`src/rtl/fsm_seq_driver_pkg.sv`:
```
// Shared definitions for the A/K1/K2 sequence driver: driver state encodings
// and the 2-bit controller state codes used by monitors and benches.
package fsm_seq_driver_pkg;

    typedef enum logic [2:0] {
        S_IDLE = 3'd0,
        S_P1   = 3'd1,
        S_P2   = 3'd2,
        S_P3   = 3'd3,
        S_P4   = 3'd4,
        S_DONE = 3'd5,
        S_ERR  = 3'd6
    } drv_state_e;

    typedef enum logic [1:0] {
        CTRL_IDLE  = 2'b00,
        CTRL_START = 2'b01,
        CTRL_STOP  = 2'b10,
        CTRL_CLEAR = 2'b11
    } ctrl_state_e;

    localparam int CNT_W = 8;

    // Controller state a well-behaved controller should occupy while the driver is in s.
    function automatic ctrl_state_e ctrl_phase(input drv_state_e s);
        ctrl_state_e p;
        unique case (s)
            S_P1:    p = CTRL_START;
            S_P2:    p = CTRL_STOP;
            S_P3:    p = CTRL_STOP;
            S_P4:    p = CTRL_CLEAR;
            default: p = CTRL_IDLE;
        endcase
        return p;
    endfunction

endpackage

```
`src/rtl/fsm_seq_driver_timer.sv`:
```
// Loadable TW-bit down counter with zero flag; saturates at zero, never wraps.
module fsm_drv_timer #(
    parameter int TW = 5
) (
    input  logic          Clock,
    input  logic          Reset,
    input  logic          load,
    input  logic [TW-1:0] load_val,
    output logic          zero
);

    logic [TW-1:0] value_q;
    logic [TW-1:0] value_d;

    always_comb begin
        value_d = value_q;
        if (load) begin
            value_d = load_val;
        end else if (value_q != '0) begin
            value_d = value_q - TW'(1);
        end
    end

    always_ff @(posedge Clock) begin
        if (!Reset) begin
            value_q <= '0;
        end else begin
            value_q <= value_d;
        end
    end

    assign zero = (value_q == '0);

endmodule

```
`src/rtl/fsm_seq_driver.sv`:
```
// Initiator for the A/K1/K2 four-phase controller protocol with K timeouts.
// Define FSM_DRV_CNT_EN to enable the completed-cycle counter on cyc_cnt.
import fsm_seq_driver_pkg::*;

module fsm_seq_driver #(
    parameter int HOLD    = 4,
    parameter int TIMEOUT = 16,
    parameter int TW      = 5
) (
    input  logic             Clock,
    input  logic             Reset,
    input  logic             go,
    input  logic             K1,
    input  logic             K2,
    output logic             A,
    output logic             busy,
    output logic             done,
    output logic             err,
    output logic [CNT_W-1:0] cyc_cnt
);

    localparam logic [TW-1:0] HOLD_LD = TW'(HOLD - 1);
    localparam logic [TW-1:0] TO_LD   = TW'(TIMEOUT - 1);

    drv_state_e    state_q, state_d;
    logic          a_q, a_d;
    logic          busy_q, busy_d;
    logic          done_q, done_d;
    logic          err_q, err_d;
    logic          tmr_load;
    logic [TW-1:0] tmr_load_val;
    logic          tmr_zero;

    fsm_drv_timer #(
        .TW (TW)
    ) u_timer (
        .Clock    (Clock),
        .Reset    (Reset),
        .load     (tmr_load),
        .load_val (tmr_load_val),
        .zero     (tmr_zero)
    );

    always_comb begin
        state_d      = state_q;
        a_d          = a_q;
        tmr_load     = 1'b0;
        tmr_load_val = '0;
        unique case (state_q)
            S_IDLE: begin
                a_d = 1'b0;
                if (go) begin
                    state_d      = S_P1;
                    a_d          = 1'b1;
                    tmr_load     = 1'b1;
                    tmr_load_val = HOLD_LD;
                end
            end
            S_P1: begin
                if (tmr_zero) begin
                    state_d      = S_P2;
                    a_d          = 1'b0;
                    tmr_load     = 1'b1;
                    tmr_load_val = HOLD_LD;
                end
            end
            S_P2: begin
                if (tmr_zero) begin
                    state_d      = S_P3;
                    a_d          = 1'b1;
                    tmr_load     = 1'b1;
                    tmr_load_val = TO_LD;
                end
            end
            // An out-of-order K beats both success and timeout; a K on the last timer cycle still succeeds.
            S_P3: begin
                if (K1) begin
                    state_d = S_ERR;
                    a_d     = 1'b0;
                end else if (K2) begin
                    state_d      = S_P4;
                    a_d          = 1'b0;
                    tmr_load     = 1'b1;
                    tmr_load_val = TO_LD;
                end else if (tmr_zero) begin
                    state_d = S_ERR;
                    a_d     = 1'b0;
                end
            end
            S_P4: begin
                a_d = 1'b0;
                if (K2) begin
                    state_d = S_ERR;
                end else if (K1) begin
                    state_d = S_DONE;
                end else if (tmr_zero) begin
                    state_d = S_ERR;
                end
            end
            S_DONE: begin
                a_d     = 1'b0;
                state_d = S_IDLE;
            end
            S_ERR: begin
                a_d     = 1'b0;
                state_d = S_IDLE;
            end
            default: begin
                a_d     = 1'b0;
                state_d = S_IDLE;
            end
        endcase
        busy_d = (state_d != S_IDLE);
        done_d = (state_d == S_DONE);
        err_d  = (state_d == S_ERR);
    end

    always_ff @(posedge Clock) begin
        if (!Reset) begin
            state_q <= S_IDLE;
            a_q     <= 1'b0;
            busy_q  <= 1'b0;
            done_q  <= 1'b0;
            err_q   <= 1'b0;
        end else begin
            state_q <= state_d;
            a_q     <= a_d;
            busy_q  <= busy_d;
            done_q  <= done_d;
            err_q   <= err_d;
        end
    end

    assign A    = a_q;
    assign busy = busy_q;
    assign done = done_q;
    assign err  = err_q;

`ifdef FSM_DRV_CNT_EN
    logic [CNT_W-1:0] cnt_q, cnt_d;

    // Counter steps on the same edge done rises, so it already reads the new total during the pulse.
    always_comb begin
        cnt_d = cnt_q;
        if (done_d) begin
            cnt_d = cnt_q + CNT_W'(1);
        end
    end

    always_ff @(posedge Clock) begin
        if (!Reset) begin
            cnt_q <= '0;
        end else begin
            cnt_q <= cnt_d;
        end
    end

    assign cyc_cnt = cnt_q;
`else
    assign cyc_cnt = '0;
`endif

endmodule
```
`config.mk`:
```
export PLATFORM = sky130hd
export DESIGN_NAME = fsm_seq_driver
export DESIGN_NICKNAME = d
export VERILOG_FILES = /design/src/rtl/fsm_seq_driver_pkg.sv /design/src/rtl/fsm_seq_driver_timer.sv /design/src/rtl/fsm_seq_driver.sv
export SDC_FILE = /design/constraint.sdc
export NUM_CORES = 1
export LEC_CHECK = 0
export ABC_CLOCK_PERIOD_IN_PS = 3250
export BUFFER_PORTS_ARGS = -buffer_cell sky130_fd_sc_hd__buf_4
export CORE_MARGIN = 2
export CORE_UTILIZATION = 40
export CTS_BUF_LIST = sky130_fd_sc_hd__clkbuf_16
export CTS_CLUSTER_DIAMETER = 60
export DETAILED_ROUTE_END_ITERATION = 12
export GPL_TIMING_DRIVEN = 0
export SLEW_MARGIN = 20
export SYNTH_ARGS = -nofsm -noshare
export SYNTH_HDL_FRONTEND = slang
export SYNTH_HIERARCHICAL = 1
export SYNTH_SLANG_ARGS = --single-unit
```
`constraint.sdc`:
```
create_clock -name Clock -period 3.25 [get_ports Clock]
set_clock_uncertainty 0.05 [all_clocks]
set_input_delay 0.4875 -clock Clock [delete_from_list [all_inputs] [get_ports Clock]]
set_output_delay 0.4875 -clock Clock [all_outputs]
set_load 0.01 [all_outputs]
```
* After elaboration in Yosys (flattened, before gate mapping)
Cells that the tools add are included.
** Word-level totals
- Flip-flop bits (word level) :: 12
- Output and inout bits :: 12
- Bits of input ports :: 5
- Logic and storage cells :: 47
** Cells by class
- Multiplexer cells :: 27
- Reduce and logical (&&, ||, !) cells :: 6
- Add/subtract/negate cells :: 1
- Equality and inequality tests :: 7
** Operators with widths (number)
- $mux 3 :: 8
- $pmux 4 s4 :: 1
- $pmux 3 s5 :: 1
- $mux 4 :: 3
- $mux 5 :: 2
- $eq 3x3->1 const B :: 3
- $mux 1 :: 8
- $eq 3x2->1 const B :: 2
- $logic_not 5->1 :: 1
- $reduce_bool 5->1 :: 1
- $sub 5x1->5 const B :: 1
- $mux 2 :: 2
- $pmux 1 s4 :: 1
- $eq 3x1->1 const B :: 1
- $logic_not 3->1 :: 1
- $pmux 1 s3 :: 1
- $reduce_bool 3->1 :: 1
- $ne 2x2->1 const B :: 1
- $reduce_bool 2->1 :: 1
- $reduce_or 2->1 :: 1

* Longest topological paths before layout
- Depth after elaboration :: 6
- Depth in mapped cells :: 10
- Gate-level depth less buffers :: 9

* By module
The synthesis kept the hierarchy.
** By module, submodules not included
- fsm_seq_driver :: times used 1, seq. area each 140.1 µm², cells each 60, area each 508.0 µm²
- fsm_drv_timer :: times used 1, seq. area each 100.1 µm², cells each 34, area each 300.3 µm²

* Worst setup path before layout
OpenSTA, ideal clock, no wires.
- Path kind :: register to register
- Start point :: register u_timer.value_q[0]
- End point :: register u_timer.value_q[0]
- Data arrival time :: 2.031 ns
- Clock period less this slack :: 2.236 ns
- Buffers on the path :: 1
- Stages on the path, launching flop included :: 11
- Required time :: 3.045 ns
- Slack :: 1.014 ns
- Library setup time :: 0.155 ns
- Path through :: dfxtp_1 > inv_1 > ha_1 > nor4b_4 > and2b_1 > a211oi_1 > a211oi_1 > buf_6 > inv_1 > nand4_1 > o311ai_0
** Between the ends
- Word-level cells in the longest chain between the ends :: 4
- Elaborated cells between the ends (all ways) :: 11
- Those cells by class :: 1 x add/sub; 7 x mux; 3 x reduce/logical
** RTL lines
- from (decl) :: RTL line fsm_seq_driver_timer.sv:12 : logic [TW-1:0] value_q;
- from (signal assigned) :: RTL line fsm_seq_driver_timer.sv:28 : value_q <= value_d;
- $logic_not 5->1 (*) :: RTL line fsm_seq_driver_timer.sv:32 : assign zero = (value_q == '0);
- named net tmr_zero :: RTL line fsm_seq_driver.sv:32 : logic tmr_zero;
- $mux 1 (*) :: RTL line fsm_seq_driver.sv:60, fsm_seq_driver.sv:68
- $pmux 1 s3 (*) :: RTL line fsm_seq_driver.sv:49 : unique case (state_q)
- named net tmr_load :: RTL line fsm_seq_driver.sv:30 : logic tmr_load;
- $mux 5 / $reduce_bool 2->1 (equally long branches)
Mark *: on every way through the listed nets, which the timed path passes. The rest lies on a longest branch. The select of a mux whose other input is x is not followed.
A chain may end at the register's enable or synchronous reset.

* Final worst setup path
Same ends and word-level chain as after synthesis.

==> out/summary.log <==
INFO  power_and_ir_drop power.leakage=0.449nW
INFO  critical_path  setup.worst_path.start_class=register
INFO  routing        initialDrtViolationCount=4
INFO  clocking       cts_made_buffers=3
INFO  sta            hold_viol_final=0
INFO  global_routing wire_length_of_the_first_global_routing_pass=2.30mm
INFO  die            die_area=2400um2
INFO  synth          synth-seq-cells=12
INFO  cells_and_area area_growth=25.1%
INFO  critical_path  path_class=reg2reg
INFO  synth          yosysWarnings=6
INFO  synth          synth_area_per_cell=8.60um2
INFO  routing        drtPass1Iterations=4
INFO  routing        routed-via-count=657
INFO  cells_and_area n_fill_cell=204
INFO  cells_and_area layout.core_utilization=52.1%
INFO  sta            finalMaxSlewViolations=0
INFO  place          pre_cts_ws=0.746ns
INFO  clocking       cts_root_buffer=sky130_fd_sc_hd__clkbuf_16
INFO  critical_path  cp.required=3.28ns
INFO  power_and_ir_drop total_power=0.00102W
INFO  global_routing grt_antenna_before_repair=0
INFO  sta            grt_setup_unrepaired=no
INFO  flow_run       max_capacitance_violation_count=0
INFO  global_routing grt_start_max_net_pins=14
INFO  die            floorplan.initialDensity=41.6%
INFO  die            fp.dieW=49.0um
INFO  power_and_ir_drop sw_frac_of_total=39.3%
INFO  clocking       cts_num_sinks=12
INFO  clocking       clock_latency_on_the_worst_skew_pair=0.24ns
INFO  sta            max_freq=401MHz
INFO  critical_path  critical_path.max_fanout=13
INFO  cells_and_area layout-drive-gt1-share=25.4%
INFO  power_and_ir_drop power.internal=0.000618W
INFO  routing        wl_per_cell=10.3um
INFO  cells_and_area layout.cells.most_common_list=sky130_fd_sc_hd__buf_4 (17), sky130_fd_sc_hd__dfxtp_1 (12), sky130_fd_sc_hd__conb_1 (9), sky130_fd_sc_hd__inv_1 (7), sky130_fd_sc_hd__nor2_1 (7)
INFO  cells_and_area design.final.nets=121
INFO  routing        drc_errors=0
INFO  die            placeable_core_region=1940um2
INFO  global_routing first_global_vias=540
INFO  power_and_ir_drop power.density=1010nW/um2
INFO  synth          synth_simple_gate_area_share=29.4%
INFO  sta            min_period_over_period=76.8%
INFO  synth          synth.distinct_cells=38
INFO  critical_path  timing.critical_path.to_type=register
INFO  global_routing total_grt_usage=12.4%
INFO  synth          syn-instance-count=94
INFO  routing        ant_nets=0
INFO  place          dp.final_hpwl=1.10mm
INFO  die            num_rows=16
INFO  sta            finalCriticalPeriod=2.49ns
INFO  synth          synthTopCellsByArea=sky130_fd_sc_hd__dfxtp_1 (30%), sky130_fd_sc_hd__buf_4 (8.4%), sky130_fd_sc_hd__buf_6 (4.2%), sky130_fd_sc_hd__nand3_1 (3.7%), sky130_fd_sc_hd__a2111oi_4 (3.4%)
INFO  power_and_ir_drop p_comb_share=53.9%
INFO  sta            tightest_slew=0.765ns
INFO  clocking       post_cts_hold_buffer_count=0
INFO  cells_and_area layout.cells.most_common=sky130_fd_sc_hd__buf_4
INFO  critical_path  timing.critical_path.arrival=2.53ns
INFO  synth          synth-seq-area-share=29.7%
INFO  global_routing grt_remaining_overflow=0
INFO  sta            worst_slew_margin_rel=48.8%
INFO  clocking       cts_buffer_depth=2
INFO  synth          synth_compound_area_share=18.4%
INFO  synth          main_combinational_cell_family_by_area_after_synthesis=simple AND/OR/NAND/NOR gates
INFO  synth          synth.area.mux_share=2.48%
INFO  routing        route.detailed.vias_per_inst=4.66
INFO  place          io_buffers=8
INFO  cells_and_area insertedDiodeCount=0
INFO  place          place.gp.congestion=0.745
INFO  power_and_ir_drop p_clk_share=21.9%
INFO  sta            final-setup-viol-count=0
INFO  clocking       tritoncts_clock_tree=done
INFO  routing        drt_wl_total=1.45mm
INFO  clocking       cts_resized=0
INFO  synth          post_synth_xor_area_fraction=1.08%
INFO  die            ioPinCount=17
INFO  clocking       post-cts-setup-buffers=0
INFO  sta            timing.final.ws_setup=0.755ns
INFO  run_status     run_status=finished clean
INFO  synth          synthDominantAreaCellType=sky130_fd_sc_hd__dfxtp_1
INFO  power_and_ir_drop total_switching_power=0.000400W
INFO  sta            timing.setup.tns=0ns
INFO  synth          post_synth_fa_ha_maj_area_fraction=1.55%
INFO  synth          netlist.area_leader.share=29.7%
INFO  clocking       clk_pin_slew_worst_setup_hold_paths=0.04ns
INFO  power_and_ir_drop power.sequential.fraction=24.2%
INFO  min_path       hp-class=in2reg
INFO  synth          mappedNetlistArea=808um2
INFO  die            dieHeight=49.0um
INFO  clocking       htreeDepth=1
INFO  power_and_ir_drop vdd_drop_max=427uV
-- power by group through the flow --
stage	registers (W)	logic (W)	clock network, W
floorplan	0.000246	0.000454	0
global placement	0.000249	0.000546	0
detailed placement	0.000249	0.000550	0
CTS	0.000247	0.000555	0.000230
global route	0.000251	0.000614	0.000238
finish	0.000246	0.000549	0.000223
-- flip-flops by register name, summed over array words and instances, names as in the netlist --
name / count
u_timer/value_q: 5
A: 1
busy: 1
done: 1
state_q: 3
err: 1
-- area by class of cell --
| type | instances | area (um2) | area share, % |
|---|---|---|---|
| inverter | 8 | 30.0 | 2.97 |
| buffer | 13 | 106 | 10.5 |
| multi-input combinational | 69 | 462 | 45.7 |
| sequential | 12 | 240 | 23.8 |
| clock inverter | 1 | 3.75 | 0.371 |
| timing repair buffer | 8 | 60.1 | 5.94 |
| tap | 27 | 33.8 | 3.34 |
| clock buffer | 3 | 75.1 | 7.43 |
-- per-layer routing --
metal / GRT usage (%) / routed length [um] / share of wire [%] / vias up
li1: - / - / - / 359
met4: 5.71 / 0 / 0 / 0
met2: 20.3 / 734 / 51 / 10
met1: 15.3 / 662 / 46 / 288
met3: 2.76 / 52 / 3.6 / 0
met5: 0 / 0 / 0 / -
-- cells by family (layout without fill, tap and decap cells) --
group / count (synthesis) / after routing
flip-flops: 12 / 12
XOR/XNOR: 1 / 1
multiplexers: 2 / 2
buffers and inverters: 21 / 33
adder cells (fa/ha/maj): 1 / 1
other: 1 / 9
AND/OR/NAND/NOR: 38 / 38
AO/OA/AOI/OAI: 18 / 18
-- cell usage after synthesis --
cell type	n
sky130_fd_sc_hd__o221ai_1	1
sky130_fd_sc_hd__mux2i_1	2
sky130_fd_sc_hd__nand2_1	3
sky130_fd_sc_hd__buf_4	9
sky130_fd_sc_hd__o211ai_1	2
sky130_fd_sc_hd__and2_1	1
sky130_fd_sc_hd__a211oi_1	3
sky130_fd_sc_hd__ha_1	1
sky130_fd_sc_hd__a21oi_1	2
sky130_fd_sc_hd__nor4b_4	1
sky130_fd_sc_hd__a2bb2oi_1	1
sky130_fd_sc_hd__nand3b_1	1
sky130_fd_sc_hd__conb_1	1
sky130_fd_sc_hd__or4_1	1
sky130_fd_sc_hd__a31oi_1	1
sky130_fd_sc_hd__nand3_1	6
sky130_fd_sc_hd__o2111ai_1	1
sky130_fd_sc_hd__nand4_1	2
sky130_fd_sc_hd__inv_1	7
sky130_fd_sc_hd__o21ai_0	2
sky130_fd_sc_hd__and2b_1	2
sky130_fd_sc_hd__o41ai_1	1
sky130_fd_sc_hd__o311ai_0	2
sky130_fd_sc_hd__xnor2_1	1
sky130_fd_sc_hd__nor2b_1	4
sky130_fd_sc_hd__dfxtp_1	12
sky130_fd_sc_hd__buf_6	3
sky130_fd_sc_hd__o21ai_1	1
sky130_fd_sc_hd__and4b_1	1
sky130_fd_sc_hd__nor2_1	7
sky130_fd_sc_hd__nor3_1	5
sky130_fd_sc_hd__inv_2	1
sky130_fd_sc_hd__a2111oi_4	1
sky130_fd_sc_hd__nor2b_4	1
sky130_fd_sc_hd__nand2b_1	1
sky130_fd_sc_hd__nor3_2	1
sky130_fd_sc_hd__nor3b_1	1
sky130_fd_sc_hd__buf_2	1
-- metrics by stage --
step                std cells  instance area (um2)  hold WS (ns)
finish                    141                 1010         0.462
global route              141                 1010         0.476
global placement          137                  932         0.453
detailed placement        137                  932         0.464
CTS                       141                 1010         0.461
floorplan                 102                  838         0.425
-- worst max-delay path, cell delays in order, from the launching register on --
cell,delay [ns]
sky130_fd_sc_hd__dfxtp_1,0.32
sky130_fd_sc_hd__inv_1,0.07
sky130_fd_sc_hd__ha_1,0.20
sky130_fd_sc_hd__nor4b_4,0.66
sky130_fd_sc_hd__and2b_1,0.25
sky130_fd_sc_hd__a211oi_1,0.07
sky130_fd_sc_hd__a211oi_1,0.27
sky130_fd_sc_hd__buf_6,0.17
sky130_fd_sc_hd__inv_1,0.08
sky130_fd_sc_hd__nand4_1,0.09
sky130_fd_sc_hd__o311ai_0,0.12
-- final timing paths --
path	startpoint	to	slack, ns	depth (start not counted)
min reg2reg	u_timer/value_q[1]	u_timer/value_q[1]	0.46	2
min	Reset	state_q[1]	0.46	2
max reg2reg	u_timer/value_q[0]	u_timer/value_q[0]	0.76	10
max	u_timer/value_q[0]	u_timer/value_q[0]	0.76	10
No activity file was read; power rests on OpenSTA's default activity.
